**src/rtl/store_buffer_if.sv**
```systemverilog
// Pipeline-side bundle for the MEM-stage store buffer: store/load requests in,
// stall and data-memory port controls out.
interface store_buffer_if #(
    parameter int DM_ADDRESS = 9,
    parameter int DATA_W     = 32,
    parameter int DEPTH      = 4
);
    localparam int CW = $clog2(DEPTH) + 1;

    // Handshake: a store with st_valid=1 is taken at the rising edge unless
    // stall=1 in that cycle, in which case the pipeline holds and re-presents it.
    // A load with ld_valid=1 completes in any cycle where mem_read=1.
    logic                  st_valid;
    logic [DM_ADDRESS-1:0] st_addr;
    logic [DATA_W-1:0]     st_data;
    logic [2:0]            st_funct3;
    logic                  ld_valid;
    logic [DM_ADDRESS-1:0] ld_addr;
    logic                  drain_en;

    logic                  stall;
    logic                  mem_read;
    logic                  mem_write;
    logic [DM_ADDRESS-1:0] mem_addr;
    logic [DATA_W-1:0]     mem_wd;
    logic [2:0]            mem_funct3;
    logic [CW-1:0]         count;
    logic                  empty;

    modport master (
        output st_valid, st_addr, st_data, st_funct3, ld_valid, ld_addr, drain_en,
        input  stall, mem_read, mem_write, mem_addr, mem_wd, mem_funct3, count, empty
    );

    modport slave (
        input  st_valid, st_addr, st_data, st_funct3, ld_valid, ld_addr, drain_en,
        output stall, mem_read, mem_write, mem_addr, mem_wd, mem_funct3, count, empty
    );
endinterface

```
**src/rtl/store_buffer.sv**
```systemverilog
// Posted-store FIFO between EX/MEM and the data memory write port; loads keep
// priority on the port and stall only when they hit a pending store's word.
module store_buffer #(
    parameter int DM_ADDRESS = 9,
    parameter int DATA_W     = 32,
    parameter int DEPTH      = 4
) (
    input logic           clk,
    input logic           reset,
    store_buffer_if.slave bus
);
    localparam int PW = $clog2(DEPTH);
    localparam int CW = PW + 1;

    logic [DM_ADDRESS-1:0] addr_q [DEPTH];
    logic [DATA_W-1:0]     data_q [DEPTH];
    logic [2:0]            f3_q   [DEPTH];

    logic [PW-1:0] head;
    logic [PW-1:0] tail;
    logic [CW-1:0] cnt;

    logic ld_hit;
    logic rd;
    logic drain;
    logic push;
    logic is_empty;

    assign is_empty = (cnt == '0);

    // Walk the occupied slots oldest-first from head; the PW-bit sum wraps.
    always_comb begin
        ld_hit = 1'b0;
        for (int i = 0; i < DEPTH; i++) begin
            if (bus.ld_valid && (CW'(i) < cnt) &&
                (addr_q[head + PW'(i)][DM_ADDRESS-1:2] == bus.ld_addr[DM_ADDRESS-1:2]))
                ld_hit = 1'b1;
        end
    end

    assign rd    = bus.ld_valid & ~ld_hit;
    assign drain = ~is_empty & bus.drain_en & ~rd;
    assign push  = bus.st_valid & ((cnt < CW'(DEPTH)) | drain);

    always_comb begin
        bus.mem_addr   = '0;
        bus.mem_wd     = '0;
        bus.mem_funct3 = 3'b000;
        if (rd) begin
            bus.mem_addr = bus.ld_addr;
        end else if (drain) begin
            bus.mem_addr   = addr_q[head];
            bus.mem_wd     = data_q[head];
            bus.mem_funct3 = f3_q[head];
        end
    end

    assign bus.mem_read  = rd;
    assign bus.mem_write = drain;
    assign bus.stall     = ld_hit | (bus.st_valid & ~push);
    assign bus.count     = cnt;
    assign bus.empty     = is_empty;

    always_ff @(posedge clk or posedge reset) begin
        if (reset) begin
            head <= '0;
            tail <= '0;
            cnt  <= '0;
        end else begin
            if (drain) head <= head + PW'(1);
            if (push)  tail <= tail + PW'(1);
            case ({push, drain})
                2'b10:   cnt <= cnt + CW'(1);
                2'b01:   cnt <= cnt - CW'(1);
                default: cnt <= cnt;
            endcase
        end
    end

    // Entry payload is never read unless covered by cnt, so it needs no reset.
    always_ff @(posedge clk) begin
        if (push) begin
            addr_q[tail] <= bus.st_addr;
            data_q[tail] <= bus.st_data;
            f3_q[tail]   <= bus.st_funct3;
        end
    end
endmodule

```
**src/flat_wrapper.sv**
```systemverilog
// flat-port wrapper written by rule: the top's interface ports become plain ports
module store_buffer_flat 
#(
    parameter int DM_ADDRESS = 9,
    parameter int DATA_W     = 32,
    parameter int DEPTH      = 4
)
  (clk, reset, bus_st_valid, bus_st_addr, bus_st_data, bus_st_funct3, bus_ld_valid, bus_ld_addr, bus_drain_en, bus_stall, bus_mem_read, bus_mem_write, bus_mem_addr, bus_mem_wd, bus_mem_funct3, bus_count, bus_empty);
  store_buffer_if #(.DM_ADDRESS(DM_ADDRESS), .DATA_W(DATA_W), .DEPTH(DEPTH)) bus_i ();
  input logic clk;
  input logic reset;
  input wire logic [$bits(bus_i.st_valid)-1:0] bus_st_valid;
  input wire logic [$bits(bus_i.st_addr)-1:0] bus_st_addr;
  input wire logic [$bits(bus_i.st_data)-1:0] bus_st_data;
  input wire logic [$bits(bus_i.st_funct3)-1:0] bus_st_funct3;
  input wire logic [$bits(bus_i.ld_valid)-1:0] bus_ld_valid;
  input wire logic [$bits(bus_i.ld_addr)-1:0] bus_ld_addr;
  input wire logic [$bits(bus_i.drain_en)-1:0] bus_drain_en;
  output wire logic [$bits(bus_i.stall)-1:0] bus_stall;
  output wire logic [$bits(bus_i.mem_read)-1:0] bus_mem_read;
  output wire logic [$bits(bus_i.mem_write)-1:0] bus_mem_write;
  output wire logic [$bits(bus_i.mem_addr)-1:0] bus_mem_addr;
  output wire logic [$bits(bus_i.mem_wd)-1:0] bus_mem_wd;
  output wire logic [$bits(bus_i.mem_funct3)-1:0] bus_mem_funct3;
  output wire logic [$bits(bus_i.count)-1:0] bus_count;
  output wire logic [$bits(bus_i.empty)-1:0] bus_empty;
  assign bus_i.st_valid = bus_st_valid;
  assign bus_i.st_addr = bus_st_addr;
  assign bus_i.st_data = bus_st_data;
  assign bus_i.st_funct3 = bus_st_funct3;
  assign bus_i.ld_valid = bus_ld_valid;
  assign bus_i.ld_addr = bus_ld_addr;
  assign bus_i.drain_en = bus_drain_en;
  assign bus_stall = bus_i.stall;
  assign bus_mem_read = bus_i.mem_read;
  assign bus_mem_write = bus_i.mem_write;
  assign bus_mem_addr = bus_i.mem_addr;
  assign bus_mem_wd = bus_i.mem_wd;
  assign bus_mem_funct3 = bus_i.mem_funct3;
  assign bus_count = bus_i.count;
  assign bus_empty = bus_i.empty;
  store_buffer #(.DM_ADDRESS(DM_ADDRESS), .DATA_W(DATA_W), .DEPTH(DEPTH)) u_core (.clk(clk), .reset(reset), .bus(bus_i));
endmodule
```
**config.mk**
```make
export PLATFORM = sky130hd
export DESIGN_NAME = store_buffer_flat
export DESIGN_NICKNAME = d
export VERILOG_FILES = /design/src/rtl/store_buffer_if.sv /design/src/rtl/store_buffer.sv /design/src/flat_wrapper.sv
export SDC_FILE = /design/constraint.sdc
export NUM_CORES = 1
export LEC_CHECK = 0
export ABC_AREA = 1
export BUFFER_PORTS_ARGS = -buffer_cell sky130_fd_sc_hd__buf_2
export CAP_MARGIN = 25
export CORE_MARGIN = 8
export CORE_UTILIZATION = 62
export DETAILED_ROUTE_END_ITERATION = 8
export HOLD_SLACK_MARGIN = 0.02
export PLACE_DENSITY = 0.95
export SLEW_MARGIN = 10
export SYNTH_ARGS = -nofsm -noshare
export SYNTH_HDL_FRONTEND = slang
export SYNTH_SLANG_ARGS = --single-unit
```
**constraint.sdc**
```tcl
create_clock -name clk -period 12.18 [get_ports clk]
set_input_delay 0.609 -clock clk [delete_from_list [all_inputs] [get_ports clk]]
set_output_delay 0.609 -clock clk [all_outputs]
set_load 0.01 [all_outputs]
```
==> results of run 1 <==
-- state kept, by name, indices dropped and copies added (netlist names) --
register          count
u_core.head           2
u_core.tail           2
u_core.bus.count      3
u_core.data_q       128
u_core.f3_q          12
u_core.addr_q        36
-- cells in the final DEF, fill, tap and decap left out, drive strengths merged --
cell type	count
bufinv	1
ha	9
clkbuf	17
clkinvlp	1
nand4	1
nor2	24
buf	113
xnor2	2
a31oi	35
xor2	3
o22ai	7
edfxtp	176
dfrtp	7
nand2	270
nand3	64
clkinv	5
a22oi	39
o21ai	6
a21oi	5
inv	53
a21o	2
-- through the flow --
stage               hold slack (ns)  std cells  setup slack [ns]  power, mW
floorplan                    0.4124        725             8.125      1.450
global route                 0.1128       1016             7.563      2.320
finish                      0.09325       1016             7.926      2.196
CTS                         0.09377       1016             7.972      2.192
detailed placement           0.5335        984             8.021      1.646
global placement             0.5301        984             8.141      1.622
-- layer usage --
layer  up-vias  GRT usage  routed length, um
met4         0    0.09858                420
met3        42    0.06351               2077
li1       2753          -                  -
met1      2781     0.2920               7508
met2       417     0.3878               9592
met5         -          0                  0
-- critical path, delay by kind of cell, from the launching register on --
family        cells  cell delay, ns
buf+inv           3            1.02
flops             1            0.36
simple gates     14            2.45
-- logic make-up after synthesis --
| family | after synthesis | synth area share |
|---|---|---|
| and+or+nand+nor | 359 | 0.1800 |
| DFF | 183 | 0.6650 |
| AOI/OAI and AO/OA | 94 | 0.09341 |
| buffers and inverters | 75 | 0.04252 |
| adders and majority gates | 9 | 0.01372 |
| xor gates and xnor gates | 5 | 0.005335 |
-- area by class of cell --
type	count	area [um2]	share of cell area
sequential	183	5460	0.5779
multi-input combinational	467	2431	0.2573
clock buffer	17	425.4	0.04502
tap	176	220.2	0.02331
inverter	45	173.9	0.01841
timing repair buffer	113	578.1	0.06118
clock inverter	15	160.2	0.01695
-- worst paths after layout --
check                                 from                   end  slack (ns)
max                         u_core.head[0]   u_core.addr_q[3][3]        7.93
min                                  reset        u_core.tail[0]        0.09
max reg2reg                 u_core.head[0]   u_core.addr_q[3][3]        7.93
min reg2reg                 u_core.tail[1]        u_core.tail[1]        0.55
max in group asynchronous            reset        u_core.head[0]       11.87
min in group clk           bus_st_data[11]  u_core.data_q[2][11]        0.39
-- power breakdown --
part | switching [mW] | total [mW] | internal (mW) | leakage (nW)
sequential | 0.0504 | 0.859 | 0.809 | 1.69
combinational | 0.561 | 0.797 | 0.236 | 1.80
clock | 0.249 | 0.540 | 0.291 | 0.288
==> run metrics, run 1 <==
status=finished clean; leading post-synthesis cells by cell area=edfxtp_1, nand2_1, nand3_1, a22oi_1, a31oi_4; boundary pin count=109; total power per unit cell area=~230 nW/um2; maximum number of pins on one net before global-route repair=51; fillcell total=831; final hold viol count=0; Max-cap violations=0; via/cell ratio=5.899; relative slew slack=0.4539; total number of yosys warnings=0; number of register bits inferred by synthesis=183; Gate Count Post-Synth=725; Startpoint Class=register; number of cells traversed by the worst register-to-register path=17; endpoint kind of the worst setup timing path=register; Leakage=3.772 nW; net count of the finished layout=894; dominant synthesized flop cell=edfxtp_1; H-tree depth=4; Final Routed Wirelength=19,600 um; number of buffers on the longest clock path=2; critical path class=reg2reg; critical path cell sequence=buf_4 -> inv_4 -> nand2_2 -> nand2_4 -> nand2_1 -> nand3_1 -> nand3_1 -> nor2_1 -> nand2_1 -> nor2_1 -> nor2_2 -> nand3_4 -> nand2_4 -> nand2_1 -> nand2_2 -> nor2_4 -> buf_4; slowest library cell on the worst path=buf_4; Yosys top cell area share=0.6437; antenna diode count=0; proportion of layout cells with a drive suffix above 1=0.2071; clock tree sinks=183; number of buffers added for setup after CTS=0; number of enable flip-flop cells after synthesis=176; Cell Area, Synth=8210 um2; Post-CTS Hold Buffers=0; wire length of the first global-routing pass=slightly above 30,000 um; via count=5,993; nets in the synthesized netlist=792; Setup Skew=~0.0096 ns; required arrival time at the worst endpoint=12.25 ns; highest clock frequency the design can meet=between 200 and 250 MHz; delay of the slowest cell on the worst path=0.50 ns; via count of the first global-routing pass=5,914; count of port buffers added during placement=about 110; hpwl dp=around 12,000 um; final count of pins violating max slew=0; crit share post-route=0.3492; number of antenna violations at the first check in global routing=0; Netlist cell types=30; total negative slack=0 ns; top cell types by occurrence after synthesis=nand2_1, edfxtp_1, nand3_1; clock slew seen by the registers of the worst setup and hold paths=0.07 ns; class of the tightest hold or removal check=in2async; die outline area=17,180 um2; instance area at placement=8864 um2; number of resized instances in the post-cts repair step=0; clock tree from TritonCTS=done; number of design rule violations left after detail routing=0; violation count after the first detailed-routing iteration=613; clock buffer count from CTS=17; initial cell density of the core=0.6275; library cell with the highest instance count after synthesis=nand2_1; signal arrival time at the worst endpoint=4.33 ns; Root Buffer=clkbuf_16; aggregate global-route resource usage=0.2365; final-report setup violation count=0; Chip Height=131.1 um; residual antenna-violating net count after detailed routing=0; later-pin clock latency in the skew report=0.43 ns; row count=42; final worst path period need=approximately 4.3 ns; Max Fanout on Critical Path=50; Syn Area/Cell=11.32 um2; sequential area share after synthesis=0.6650; first drt pass iteration count=5; setup repair after global routing missed its margin=false; grt ovf=0; cell accounting for the most synthesized area=edfxtp_1; Area Overhead vs Synth=15.09%; end-of-flow core utilization=0.7221; Worst Tran Pin Value=0.8192 ns; share of synthesized flip-flops with an asynchronous set or reset=0.03825; standard cell core area=13,090 um2; Routability Congestion=0.9093; Max IR drop VDD=0.1734 mV; detail-routed net length per standard cell=19.29 um; final design instance area without fill=9449 um2; cell mode on critical path=nand2_1; die width=131.1 um
Note: power is estimated with default switching activity, not from simulation.
==> run 2, diff against run 1 <==
- CORE_UTILIZATION: 62 -> 58
- PLACE_DENSITY: 0.95 -> 0.91
- clock period: 12.18 -> 4.01 ns (I/O delays scaled with it)
==> run 2 against run 1 <==
Critical path type is now reg2out. Final area is 5.1% higher. Hold slack got worse by 0.015 ns. Die area up 6.0%.
==> run metrics, run 2 (synthesized netlist as in run 1, its figures left out) <==
class of the tightest hold or removal check=in2reg; violation count after the first detailed-routing iteration=656 (+7.0%); leading cell type in the layout, fill and taps excluded=nand2_1; Setup Skew=0.01756 ns (+0.007983 ns); Leakage=3.973 nW (+5.3%); Routability Congestion=0.9394 (+3.3%); Top Metal Used=met4; Startpoint Class=register; standard cell core area=13,880 um2 (+6.1%); number of buffers on the longest clock path=2 (unchanged); number of design rule violations left after detail routing=0 (unchanged); Reg with most FFs=u_core.data_q; initial cell density of the core=0.5915 (-0.03597); Chip Height=135.0 um (+3.0%); via count of the first global-routing pass=6,156 (+4.1%); via/cell ratio=5.783 (-2.0%); grt ovf=0 (unchanged); final hold viol count=0 (unchanged); met1 WL=7989 um (+6.4%); part of the total power dissipated in sequential elements=0.389 (-0.002); crit share post-route=0.8987; die outline area=18,220 um2 (+6.0%); Max IR drop VDD=0.5459 mV (+210%); Worst Tran Pin Value=0.7715 ns (-0.04767 ns); portion of total power attributed to the clock network=0.239 (-0.007); final count of pins violating max slew=0 (unchanged); Place WS=0.4836 ns (-7.537 ns); Root Buffer=clkbuf_16; net count of the finished layout=944 (+5.6%); H-tree depth=4 (unchanged); boundary pin count=109 (unchanged); detail-routed net length per standard cell=19.17 um (-0.60%); max FFs per register=128 (unchanged); signal arrival time at the worst endpoint=3.40 ns (-0.93 ns); Area Overhead vs Synth=20.95%; proportion of layout cells with a drive suffix above 1=0.2011 (-0.006019); aggregate global-route resource usage=0.2296 (-0.006906); final design instance area without fill=9931 um2 (+5.1%); critical path class=reg2out; Power Internal=4.042 mW (+200%); maximum number of pins on one net before global-route repair=40 (-22%); wire length of the first global-routing pass=31,780 um (+4.9%); status=finished clean; leading cell types in the layout, fill and taps excluded=nand2_1, edfxtp_1, buf_2; clock tree sinks=183 (unchanged); hpwl dp=12,690 um (+4.2%); required arrival time at the worst endpoint=3.81 ns (-8.44 ns); Final Routed Wirelength=20,540 um (+4.8%); final-report setup violation count=0 (unchanged); relative slew slack=0.4857 (+0.03178); clock buffer count from CTS=17 (unchanged); die width=135.0 um (+3.0%); count of port buffers added during placement=108 (unchanged); clock tree from TritonCTS=done; setup repair after global routing missed its margin=false; registers with the most flip-flops=u_core.data_q: 128 flops, u_core.addr_q: 36 flops, u_core.f3_q: 12 flops; highest clock frequency the design can meet=277.5 MHz; total power per unit cell area=673.1 nW/um2 (+190%); met2 wirelength from detailed routing=10,280 um (+7.2%); final worst path period need=~3.6 ns; Max Fanout on Critical Path=39 (-22%); endpoint kind of the worst setup timing path=output port; instance area at placement=8919 um2 (+0.62%); Final Hold Slack=0.07853 ns (-0.01471 ns); via count=6,194 (+3.4%); number of antenna violations at the first check in global routing=1 (+1); Setup WS post-layout=0.4063 ns (-7.520 ns); later-pin clock latency in the skew report=0.45 ns (+0.02 ns); total met3 wirelength after detailed routing=1710 um (-18%); Switching Fraction=0.3952 (+0.003628); first drt pass iteration count=5 (unchanged); Max-cap violations=0 (unchanged); residual antenna-violating net count after detailed routing=0 (unchanged); clock slew seen by the registers of the worst setup and hold paths=0.07 ns (about the same); row count=43 (+2.4%); switching power of the nets=2.642 mW (+210%); PnR Total Power=6.684 mW (+200%); proportion of power drawn by combinational gates=0.373 (+0.010)
## run 2: metrics by stage
step / util / setup TNS (ns) / cells
2_1_floorplan: - / -7.872 / 725
3_3_place_gp: 0.6425 / 0 / 993
3_5_place_dp: 0.6425 / 0 / 993
4_1_cts: 0.7153 / 0 / 1070
5_1_grt: 0.7154 / 0 / 1071
6_report: 0.7154 / 0 / 1071
## run 2: final timing paths
path                           startpoint                   to  slack (ns)  cells past startpoint
setup reg to reg           u_core.head[0]  u_core.bus.count[2]        0.45                     20
setup / recovery           u_core.head[0]       bus_mem_wd[19]        0.41                     16
min in group asynchronous           reset       u_core.head[0]        0.24                      3
hold / removal               bus_st_valid       u_core.tail[0]        0.08                      3
max in group asynchronous           reset       u_core.tail[1]        3.54                      3
hold reg to reg            u_core.tail[0]       u_core.tail[0]        0.57                      2
## run 2: layer usage
| metal | up-vias | GRT usage |
|---|---|---|
| met5 | - | 0 |
| met4 | 0 | 0.1104 |
| met3 | 45 | 0.05832 |
| met2 | 340 | 0.3868 |
| met1 | 2956 | 0.2694 |
| li1 | 2853 | - |
## run 2: timing repair
item | CTS | global route
buffers inserted | 0 | 0
gates resized for setup | 0 | 0
hold buffers | 45 | 0
hold endpoints to repair | 183 | 0
## run 2: area by class of cell
class / instances / area (um2)
fillers: 907 / 3950
repair buffers: 163 / 1079
clock inverters: 15 / 133.9
multi-input cells: 467 / 2431
diodes: 1 / 2.502
flip-flops and latches: 183 / 5460
inverters: 45 / 173.9
well taps: 180 / 225.2
clock buffers: 17 / 425.4
## run 2: power by group through the flow
stage	sequential [mW]	combinational, mW	clock (mW)
floorplan	2.59	1.81	0
global placement	2.61	2.35	0
detailed placement	2.63	2.41	0
CTS	2.59	2.46	1.59
global route	2.62	2.75	1.68
finish	2.60	2.49	1.59
## run 2: worst max-delay path, stage by stage, from the launching register on
cell and delay [ns]:
dfrtp_1 0.39, buf_4 0.32, nand2_1 0.17, nand2_4 0.20
nand2_1 0.10, nand2_1 0.07, nand2_1 0.05, nand2_1 0.07
nor2_1 0.05, nand2_1 0.06, nor2_1 0.05, nor2_2 0.14
nand3_4 0.16, nand2_4 0.16, buf_4 0.56, a31oi_1 0.20
buf_2 0.20
